**src/rtl/subneg_pkg.sv**
```systemverilog
// Shared types and constants for the SUBNEG sequencer.
// Latency: n/a (declarations only).
// Backpressure: n/a.
package subneg_pkg;

    // One state per cycle of an instruction, plus the terminal HALT state.
    typedef enum logic [3:0] {
        FA,     // present pc
        FB,     // present pc+1, capture A
        FC,     // present pc+2, capture B
        RA,     // present A,    capture C
        RB,     // present B,    capture mem[A]
        EX,     // hold B,       capture mem[B]
        WB,     // write mem[B] - mem[A] back to B
        UPD,    // load pc from the external PC-select mux
        HALT    // parked until reset
    } state_t;

    localparam int INSTR_WORDS  = 3;
    localparam int INSTR_CYCLES = 8;

endpackage

```
**src/rtl/subneg_ctrl.sv**
```systemverilog
// SUBNEG sequencer: fetches (A,B,C), writes mem[B]-mem[A] to B, branches to C on negative.
// Latency: 8 cycles per instruction (FA..UPD); HALT is sticky until rst.
// Backpressure: none; memory has fixed 1-cycle read latency and the PC mux is combinational.
//
// Ports:
//   clk, rst           clock, synchronous active-high reset
//   mem_addr/mem_rdata synchronous single-port memory read (data arrives one cycle later)
//   mem_wdata/mem_we   memory write, only asserted in WB
//   pc_inc, br_target  candidate next PCs driven to the external mux (in1, in2)
//   br_sel, pc_next    mux select out, mux result back in (sampled in UPD)
//   pc, instr_done     current instruction address, retire pulse
//   halted             high while parked in HALT
module subneg_ctrl
    import subneg_pkg::*;
#(
    parameter int               WIDTH     = 8,
    parameter logic [WIDTH-1:0] RESET_PC  = '0,
    parameter logic [WIDTH-1:0] HALT_ADDR = '1
) (
    input  logic             clk,
    input  logic             rst,
    output logic [WIDTH-1:0] mem_addr,
    input  logic [WIDTH-1:0] mem_rdata,
    output logic [WIDTH-1:0] mem_wdata,
    output logic             mem_we,
    output logic [WIDTH-1:0] pc_inc,
    output logic [WIDTH-1:0] br_target,
    output logic             br_sel,
    input  logic [WIDTH-1:0] pc_next,
    output logic [WIDTH-1:0] pc,
    output logic             instr_done,
    output logic             halted
);

    state_t           r_state;
    state_t           w_state_nxt;
    logic [WIDTH-1:0] r_pc;
    logic [WIDTH-1:0] r_ra;
    logic [WIDTH-1:0] r_rb;
    logic [WIDTH-1:0] r_rc;
    logic [WIDTH-1:0] r_opa;
    logic [WIDTH-1:0] r_opb;
    logic             r_br_sel;

    logic [WIDTH-1:0] w_pc1;
    logic [WIDTH-1:0] w_pc2;
    logic [WIDTH-1:0] w_res;
    logic [WIDTH-1:0] w_mem_addr;
    logic [WIDTH-1:0] w_mem_wdata;
    logic             w_mem_we;

    // Plain WIDTH-bit adds give the modulo-2^WIDTH wrap for free.
    assign w_pc1 = r_pc + WIDTH'(1);
    assign w_pc2 = r_pc + WIDTH'(2);
    assign w_res = r_opb - r_opa;

    always_ff @(posedge clk) begin
        if (rst) begin
            r_state  <= FA;
            r_pc     <= RESET_PC;
            r_ra     <= '0;
            r_rb     <= '0;
            r_rc     <= '0;
            r_opa    <= '0;
            r_opb    <= '0;
            r_br_sel <= 1'b0;
        end else begin
            r_state <= w_state_nxt;
            // Each capture takes the word addressed in the previous state.
            case (r_state)
                FB:      r_ra     <= mem_rdata;
                FC:      r_rb     <= mem_rdata;
                RA:      r_rc     <= mem_rdata;
                RB:      r_opa    <= mem_rdata;
                EX:      r_opb    <= mem_rdata;
                WB:      r_br_sel <= w_res[WIDTH-1];
                UPD:     r_pc     <= pc_next;
                default: ;
            endcase
        end
    end

    always_comb begin
        w_state_nxt = r_state;
        w_mem_addr  = r_pc;
        w_mem_we    = 1'b0;
        w_mem_wdata = '0;
        case (r_state)
            FA: begin
                w_mem_addr  = r_pc;
                w_state_nxt = FB;
            end
            FB: begin
                w_mem_addr  = w_pc1;
                w_state_nxt = FC;
            end
            FC: begin
                w_mem_addr  = w_pc2;
                w_state_nxt = RA;
            end
            RA: begin
                w_mem_addr  = r_ra;
                w_state_nxt = RB;
            end
            RB: begin
                w_mem_addr  = r_rb;
                w_state_nxt = EX;
            end
            EX: begin
                w_mem_addr  = r_rb;
                w_state_nxt = WB;
            end
            WB: begin
                w_mem_addr  = r_rb;
                w_mem_we    = 1'b1;
                w_mem_wdata = w_res;
                w_state_nxt = UPD;
            end
            UPD: begin
                w_state_nxt = (pc_next == HALT_ADDR) ? HALT : FA;
            end
            HALT: begin
                w_state_nxt = HALT;
            end
            default: begin
                w_state_nxt = FA;
            end
        endcase
    end

    assign mem_addr   = w_mem_addr;
    assign mem_wdata  = w_mem_wdata;
    // Reset must win over a coincident WB so an aborted instruction never writes.
    assign mem_we     = w_mem_we & ~rst;
    assign pc_inc     = r_pc + WIDTH'(INSTR_WORDS);
    assign br_target  = r_rc;
    assign br_sel     = r_br_sel;
    assign pc         = r_pc;
    assign instr_done = (r_state == UPD);
    assign halted     = (r_state == HALT);

endmodule

```
**config.mk**
```make
export PLATFORM = sky130hd
export DESIGN_NAME = subneg_ctrl
export DESIGN_NICKNAME = d
export VERILOG_FILES = /design/src/rtl/subneg_pkg.sv /design/src/rtl/subneg_ctrl.sv
export SDC_FILE = /design/constraint.sdc
export NUM_CORES = 1
export LEC_CHECK = 0
export CELL_PAD_IN_SITES_DETAIL_PLACEMENT = 2
export CELL_PAD_IN_SITES_GLOBAL_PLACEMENT = 2
export CORE_ASPECT_RATIO = 1.4
export CORE_UTILIZATION = 29
export CTS_BUF_LIST = sky130_fd_sc_hd__clkbuf_2 sky130_fd_sc_hd__clkbuf_4 sky130_fd_sc_hd__clkbuf_8
export CTS_CLUSTER_SIZE = 16
export DETAILED_ROUTE_END_ITERATION = 16
export PLACE_DENSITY_LB_ADDON = 0.1
export SLEW_MARGIN = 40
export SYNTH_ARGS = -nofsm -noshare
export SYNTH_HDL_FRONTEND = slang
export SYNTH_SLANG_ARGS = --single-unit
```
**constraint.sdc**
```tcl
create_clock -name clk -period 2.57 [get_ports clk]
set_input_delay 0.257 -clock clk [delete_from_list [all_inputs] [get_ports clk]]
set_output_delay 0.257 -clock clk [all_outputs]
set_load 0.05 [all_outputs]
```
# Yosys cells after proc, flatten, opt, wreduce, memory -nomap -nowiden
# Index checks and enable logic that the tools add are counted.
[word_totals]
regBits = 53
in_bits = 18
output_inout_bits = 44
wordCells = 30
[op_classes]
add_sub_neg = 4
n_eq_ne = 9
mux = 5
bitwise_logic = 2
reduce_logical = 2
[ops]
columns = ["op", "count"]
rows = [
  ["one-hot mux 4 bit (9 select lines)", 1],
  ["one-hot mux 8 bit (4 select lines)", 1],
  ["adder 8 x 2 -> 8 bit, second input constant", 2],
  ["== test 4 x 3 -> 1 bit, second input constant", 4],
  ["adder 8 x 1 -> 8 bit, second input constant", 1],
  ["== test 4 x 2 -> 1 bit, second input constant", 2],
  ["== test 8 bit, second input constant", 1],
  ["2-to-1 mux 8 bit", 1],
  ["subtractor 8 bit", 1],
  ["== test 4 x 1 -> 1 bit, second input constant", 1],
  ["== test 4 bit, second input constant", 1],
  ["logical NOT 4 bit", 1],
  ["2-to-1 mux 4 bit", 1],
  ["OR reduction 3 bit", 1],
  ["AND 1 bit", 1],
  ["2-to-1 mux 1 bit", 1],
  ["inverter 1 bit", 1],
]

# Longest topological paths before layout
[depth]
word_depth = 3
ltp_mapped = 9
mapped_depth_nobuf = 9

# Worst setup path after synthesis
# No wires, ideal clock.
[synth_timing]
kind = "reg2out"
start = "register r_pc[0] (netlist: pc[0])"
end = "output mem_addr[1]"
arrival_time_ns = 2.780
required_time_ns = 2.313
path_slack_ns = -0.467
stages_incl_launch_ff = 9
n_path_buf = 1
cell_sequence = "dfxtp_1 > clkbuf_1 > inv_1 > ha_1 > inv_1 > or3_1 > a21oi_1 > a21oi_1 > o211ai_1"
[synth_between]
elab_chain_cells = 2
word_cells_on_any_way = 3
cone_classes = "2 x add/sub; 1 x mux"
[synth_lines]
columns = ["element", "line", "source"]
rows = [
  ["start, declared", "subneg_ctrl.sv:37", "logic [WIDTH-1:0] r_pc;"],
  ["start signal, assigned", "subneg_ctrl.sv:77", "UPD: r_pc <= pc_next;"],
  ["adder 8 x 2 -> 8 bit or adder 8 x 1 -> 8 bit (tied branches)", "subneg_ctrl.sv:54, subneg_ctrl.sv:53", ""],
  ["one-hot mux 8 bit (4 select lines) *", "subneg_ctrl.sv:88", "case (r_state)"],
  ["end, declared", "subneg_ctrl.sv:22", "output logic [WIDTH-1:0] mem_addr,"],
]
# Mark *: on every way between the ends. The rest lies on a longest branch, timed or not.

# Worst setup path after layout
[layout_timing]
start = "register r_opb[0]"
end = "output mem_wdata[6]"
[layout_between]
elab_chain_cells = 2
[layout_lines]
columns = ["element", "line", "source"]
rows = [
  ["start, declared", "subneg_ctrl.sv:42", "logic [WIDTH-1:0] r_opb;"],
  ["start signal, assigned", "subneg_ctrl.sv:75", "EX: r_opb <= mem_rdata;"],
  ["subtractor 8 bit", "subneg_ctrl.sv:55", "assign w_res = r_opb - r_opa;"],
  ["2-to-1 mux 8 bit", "subneg_ctrl.sv:88", ""],
  ["end, declared", "subneg_ctrl.sv:24", "output logic [WIDTH-1:0] mem_wdata,"],
]
# Every way passes these cells.

==> metrics.txt <==
# TYPE chip_impl_metric gauge
chip_impl_metric{name="clock_insertion_delay_at_the_later_pin_of_the_skew_report",unit="ns"} 0.32
chip_impl_metric{name="globalRouteMet2Util",unit="%"} 42.56
chip_impl_info{name="tritoncts",value="built"} 1
chip_impl_metric{name="cts_made_buffers",unit=""} 5
chip_impl_metric{name="via_per_inst",unit=""} 5.065
chip_impl_metric{name="post_layout_total_power",unit="mW"} 1.917
chip_impl_metric{name="clock.fmax",unit="MHz"} 387.3
chip_impl_metric{name="max_slew_headroom",unit="%"} 56.99
chip_impl_metric{name="period_minus_slack",unit="ns"} 2.582
chip_impl_metric{name="finalWeightedCongestion",unit=""} 0.7439
chip_impl_metric{name="avgSynthCellArea",unit="µm²"} 7.475
chip_impl_metric{name="antenna_found_initial",unit=""} 0
chip_impl_metric{name="synthCells",unit=""} 385
chip_impl_metric{name="p_int",unit="mW"} 1.386
chip_impl_metric{name="cts_hold_repair.buffers",unit=""} 0
chip_impl_metric{name="synth-edff-count",unit=""} 0
chip_impl_metric{name="finClkSkew",unit="ns"} 0.01037
chip_impl_metric{name="cts_max_level",unit=""} 2
chip_impl_metric{name="number_of_max_capacitance_violations_reported",unit=""} 0
chip_impl_metric{name="drive_gt1_share",unit="%"} 18.98
chip_impl_metric{name="met1_usage_grt",unit="%"} 21.86
chip_impl_metric{name="async_reset_ff_share",unit="%"} 0
chip_impl_metric{name="avgRoutedWirePerCell",unit="µm"} 17.54
chip_impl_info{name="timing.critical_path.mode_cell",value="sky130_fd_sc_hd__inv_2"} 1
chip_impl_metric{name="worst_vdd_rail_ir_drop",unit="mV"} 0.2177
chip_impl_metric{name="period_share",unit="%"} 100.5
chip_impl_metric{name="detailed_place_hpwl",unit="mm"} 7.828
chip_impl_info{name="ctsRootBufferMaster",value="sky130_fd_sc_hd__clkbuf_8"} 1
chip_impl_info{name="critPathKind",value="reg -> out"} 1
chip_impl_metric{name="power.density",unit="mW/mm²"} 473.8
chip_impl_metric{name="ioPinCount",unit=""} 62
chip_impl_metric{name="placed_cells",unit=""} 572
chip_impl_metric{name="drc",unit=""} 0
chip_impl_metric{name="finalNonFillerCells",unit=""} 585
chip_impl_metric{name="tritoncts_num_sinks",unit=""} 53
chip_impl_metric{name="actual_transition_at_the_worst_max_transition_pin",unit="ns"} 0.6445
chip_impl_info{name="timing.critical_path.to_type",value="primary output"} 1
chip_impl_metric{name="finalSetupViolations",unit=""} 1
chip_impl_metric{name="nFillCells",unit=""} 1121
chip_impl_metric{name="ff2ff_setup_slack",unit="ns"} 0.62
chip_impl_metric{name="floorplan.die.width",unit="µm"} 86.19
chip_impl_metric{name="post_synth_num_cell_types",unit=""} 49
chip_impl_metric{name="seq_area_frac_synth",unit="%"} 36.87
chip_impl_info{name="worstSetupStartpointType",value="flip-flop"} 1
chip_impl_metric{name="share_comb_of_total_power",unit="%"} 18.5
chip_impl_metric{name="seqPwrFrac",unit="%"} 45.3
chip_impl_info{name="ys.flop_type",value="sky130_fd_sc_hd__dfxtp_1"} 1
chip_impl_metric{name="flow.area_growth_from_synthesis",unit="%"} 40.57
chip_impl_metric{name="die_y",unit="µm"} 119.9
chip_impl_metric{name="fp.coreArea",unit="mm²"} 0.009564
chip_impl_metric{name="setup_slack",unit="ns"} -0.01215
chip_impl_metric{name="wl",unit="mm"} 10.26
chip_impl_metric{name="largest_stage_delay_worst_path",unit="ns"} 0.41
chip_impl_info{name="gr-max-usage-layer",value="met2"} 1
chip_impl_metric{name="utilization",unit="%"} 42.29
chip_impl_metric{name="std_cell_rows",unit=""} 42
chip_impl_metric{name="postSynthRegisterBits",unit=""} 53
chip_impl_metric{name="switching_share",unit="%"} 27.68
chip_impl_metric{name="via_count",unit=""} 2963
chip_impl_metric{name="cts.reportedPaths.clkPinSlew",unit="ns"} 0.11
chip_impl_info{name="timing.critical_path.cells",value="inv_2, ha_4, inv_2, fa_2, a21o_1, a21oi_2, nor2b_2, or4_1, nand3_2, buf_12"} 1
chip_impl_metric{name="drt_pre_antenna_iters",unit=""} 4
chip_impl_metric{name="drt_iter0_markers",unit=""} 50
chip_impl_metric{name="post_synthesis_instance_area",unit="mm²"} 0.002878
chip_impl_metric{name="layout.nets",unit=""} 483
chip_impl_info{name="crit_path_top_delay_cell",value="sky130_fd_sc_hd__or4_1"} 1
chip_impl_metric{name="critPathMaxFanout",unit=""} 3
chip_impl_metric{name="final_hold_viol_count",unit=""} 0
chip_impl_info{name="outcome",value="finished with violations"} 1
chip_impl_metric{name="floorplan.die_area",unit="mm²"} 0.01033
chip_impl_metric{name="cts_max_path_buffers",unit=""} 2
chip_impl_metric{name="syn-num-nets",unit=""} 416
chip_impl_metric{name="p_leak",unit="nW"} 1.467
chip_impl_metric{name="grt_pass1_vias",unit=""} 3230
chip_impl_metric{name="use_met3",unit="%"} 2.613
chip_impl_metric{name="required",unit="ns"} 2.31
chip_impl_metric{name="largest_net_degree_at_the_start_of_global_routing",unit=""} 32
chip_impl_metric{name="port_buffers",unit=""} 61
chip_impl_metric{name="ys_warn_count",unit=""} 0
chip_impl_info{name="violations",value="setup timing"} 1
chip_impl_metric{name="slew_violations",unit=""} 0
chip_impl_metric{name="grtUsageTotal",unit="%"} 21.11
chip_impl_metric{name="p_clk_share",unit="%"} 36.2
chip_impl_metric{name="net-switching-power",unit="mW"} 0.5305
chip_impl_metric{name="grt-ovfl-total",unit=""} 0
chip_impl_metric{name="drt.antenna.violating_nets",unit=""} 0
chip_impl_metric{name="global_route_wire_length_before_repair",unit="mm"} 16.68
chip_impl_metric{name="critical_path_arrival",unit="ns"} 2.33
chip_impl_info{name="hp-class",value="in -> reg"} 1
chip_impl_info{name="rsz0062_at_grt",value="true"} 1
chip_impl_metric{name="n_antenna_cell",unit=""} 0
chip_impl_metric{name="initial_utilization",unit="%"} 30.09
-- placed cells by master (no fill, tap or decap), types with 3 or more instances in the layout --
master                            count
sky130_fd_sc_hd__xor2_1               3
sky130_fd_sc_hd__mux2i_1              8
sky130_fd_sc_hd__nor3_1               5
sky130_fd_sc_hd__dfxtp_2              7
sky130_fd_sc_hd__clkdlybuf4s50_1     37
sky130_fd_sc_hd__a22oi_1              4
sky130_fd_sc_hd__a21boi_0             3
sky130_fd_sc_hd__nor3b_1              5
sky130_fd_sc_hd__nor2_1              26
sky130_fd_sc_hd__nand2b_1             4
sky130_fd_sc_hd__nand3_1              6
sky130_fd_sc_hd__dfxtp_1             44
sky130_fd_sc_hd__o21ai_1              3
sky130_fd_sc_hd__clkbuf_8             5
sky130_fd_sc_hd__buf_4               33
sky130_fd_sc_hd__o21ai_0             16
sky130_fd_sc_hd__or3_1                4
sky130_fd_sc_hd__nand2_1             94
sky130_fd_sc_hd__ha_1                10
sky130_fd_sc_hd__inv_2                3
sky130_fd_sc_hd__inv_1               10
sky130_fd_sc_hd__buf_12              10
sky130_fd_sc_hd__xnor2_1              6
sky130_fd_sc_hd__a21oi_1             50
-- logic make-up after synthesis --
group,Yosys count,synth area share (%)
AOI/OAI and AO/OA,96,19.35
buffers and inverters,39,6.044
DFF,53,36.87
muxes,8,2.783
xor gates and xnor gates,10,3.044
adders and majority gates,13,5.913
and+or+nand+nor,166,26.00
-- critical path, delay by kind of cell, from the launching register on --
kind	cells	cell delay, ns
adders and majority gates	2	0.49
and+or+nand+nor	3	0.59
DFF	1	0.34
buffers and inverters	3	0.24
AOI/OAI and AO/OA	2	0.34
-- metal layers --
metal,vias up,wire length (µm),share of wire (%)
li1,1436,-,-
met1,1473,3798,37
met2,45,6114,60
met3,9,186,1.8
met4,0,161,1.6
met5,-,0,0
-- power groups by stage --
stage          logic, mW  registers (mW)  clock network, mW
3_3_place_gp       0.330           0.884                  0
3_5_place_dp       0.338           0.886                  0
6_report           0.355           0.868              0.694
2_1_floorplan      0.178           0.887                  0
4_1_cts            0.342           0.867              0.718
5_1_grt            0.382           0.872              0.753
-- state kept, by name, indices dropped and copies added (netlist names) --
name and count:
br_sel 1, r_opa 8, r_state 4, r_rb 8, pc 8, r_opb 8
br_target 8, r_ra 8
-- final timing paths --
path | startpoint | end | depth (start not counted)
setup / recovery | r_opb[0] | mem_wdata[6] | 10
hold / removal | rst | r_opb[5] | 2
setup reg to reg | r_opa[1] | br_sel | 8
hold reg to reg | r_ra[6] | r_ra[6] | 2
-- final cells by class --
type	count	area [µm²]	area share [%]
Multi-Input combinational cell	293	1727	42.68
Clock inverter	3	68.82	1.701
Tap cell	132	165.2	4.083
Timing Repair Buffer	84	873.3	21.59
Clock buffer	5	68.82	1.701
Sequential cell	53	1077	26.63
Inverter	15	65.06	1.608
-- cells in the mapped netlist (3+ instances only) --
| master | number | area (µm²) |
|---|---|---|
| sky130_fd_sc_hd__a21boi_0 | 3 | 22.52 |
| sky130_fd_sc_hd__a21oi_1 | 51 | 255.2 |
| sky130_fd_sc_hd__a22oi_1 | 4 | 30.03 |
| sky130_fd_sc_hd__buf_2 | 3 | 15.01 |
| sky130_fd_sc_hd__clkbuf_1 | 16 | 60.06 |
| sky130_fd_sc_hd__dfxtp_1 | 53 | 1061 |
| sky130_fd_sc_hd__ha_1 | 12 | 150.1 |
| sky130_fd_sc_hd__inv_1 | 14 | 52.55 |
| sky130_fd_sc_hd__mux2i_1 | 8 | 80.08 |
| sky130_fd_sc_hd__nand2_1 | 94 | 352.8 |
| sky130_fd_sc_hd__nand2b_1 | 4 | 25.02 |
| sky130_fd_sc_hd__nand3_1 | 7 | 35.03 |
| sky130_fd_sc_hd__nor2_1 | 27 | 101.4 |
| sky130_fd_sc_hd__nor2b_1 | 3 | 18.77 |
| sky130_fd_sc_hd__nor3_1 | 7 | 35.03 |
| sky130_fd_sc_hd__nor3b_1 | 5 | 37.54 |
| sky130_fd_sc_hd__nor4b_1 | 3 | 26.28 |
| sky130_fd_sc_hd__o21ai_0 | 19 | 95.09 |
| sky130_fd_sc_hd__or3_1 | 4 | 25.02 |
| sky130_fd_sc_hd__xnor2_1 | 7 | 61.31 |
| sky130_fd_sc_hd__xor2_1 | 3 | 26.28 |
-- through the flow --
step	setup TNS, ns	hold slack, ns	worst slack, ns	instance area [µm²]
floorplan	-0.4234	0.3826	-0.2360	2902
global placement	0	0.4429	0.1720	3791
detailed placement	0	0.4533	0.1055	3791
CTS	-0.07229	0.4208	-0.07229	3966
global route	-0.1353	0.4242	-0.1032	4045
finish	-0.01215	0.4121	-0.01215	4045
-- what timing repair did --
item / CTS / global route
endpoints found under the hold margin: 0 / 0
gates resized for setup: 11 / 17
setup buffers: 1 / 4
pin swaps: 5 / 7
endpoints found under the setup margin: 6 / 13
Power figures use the tool's default switching activity.
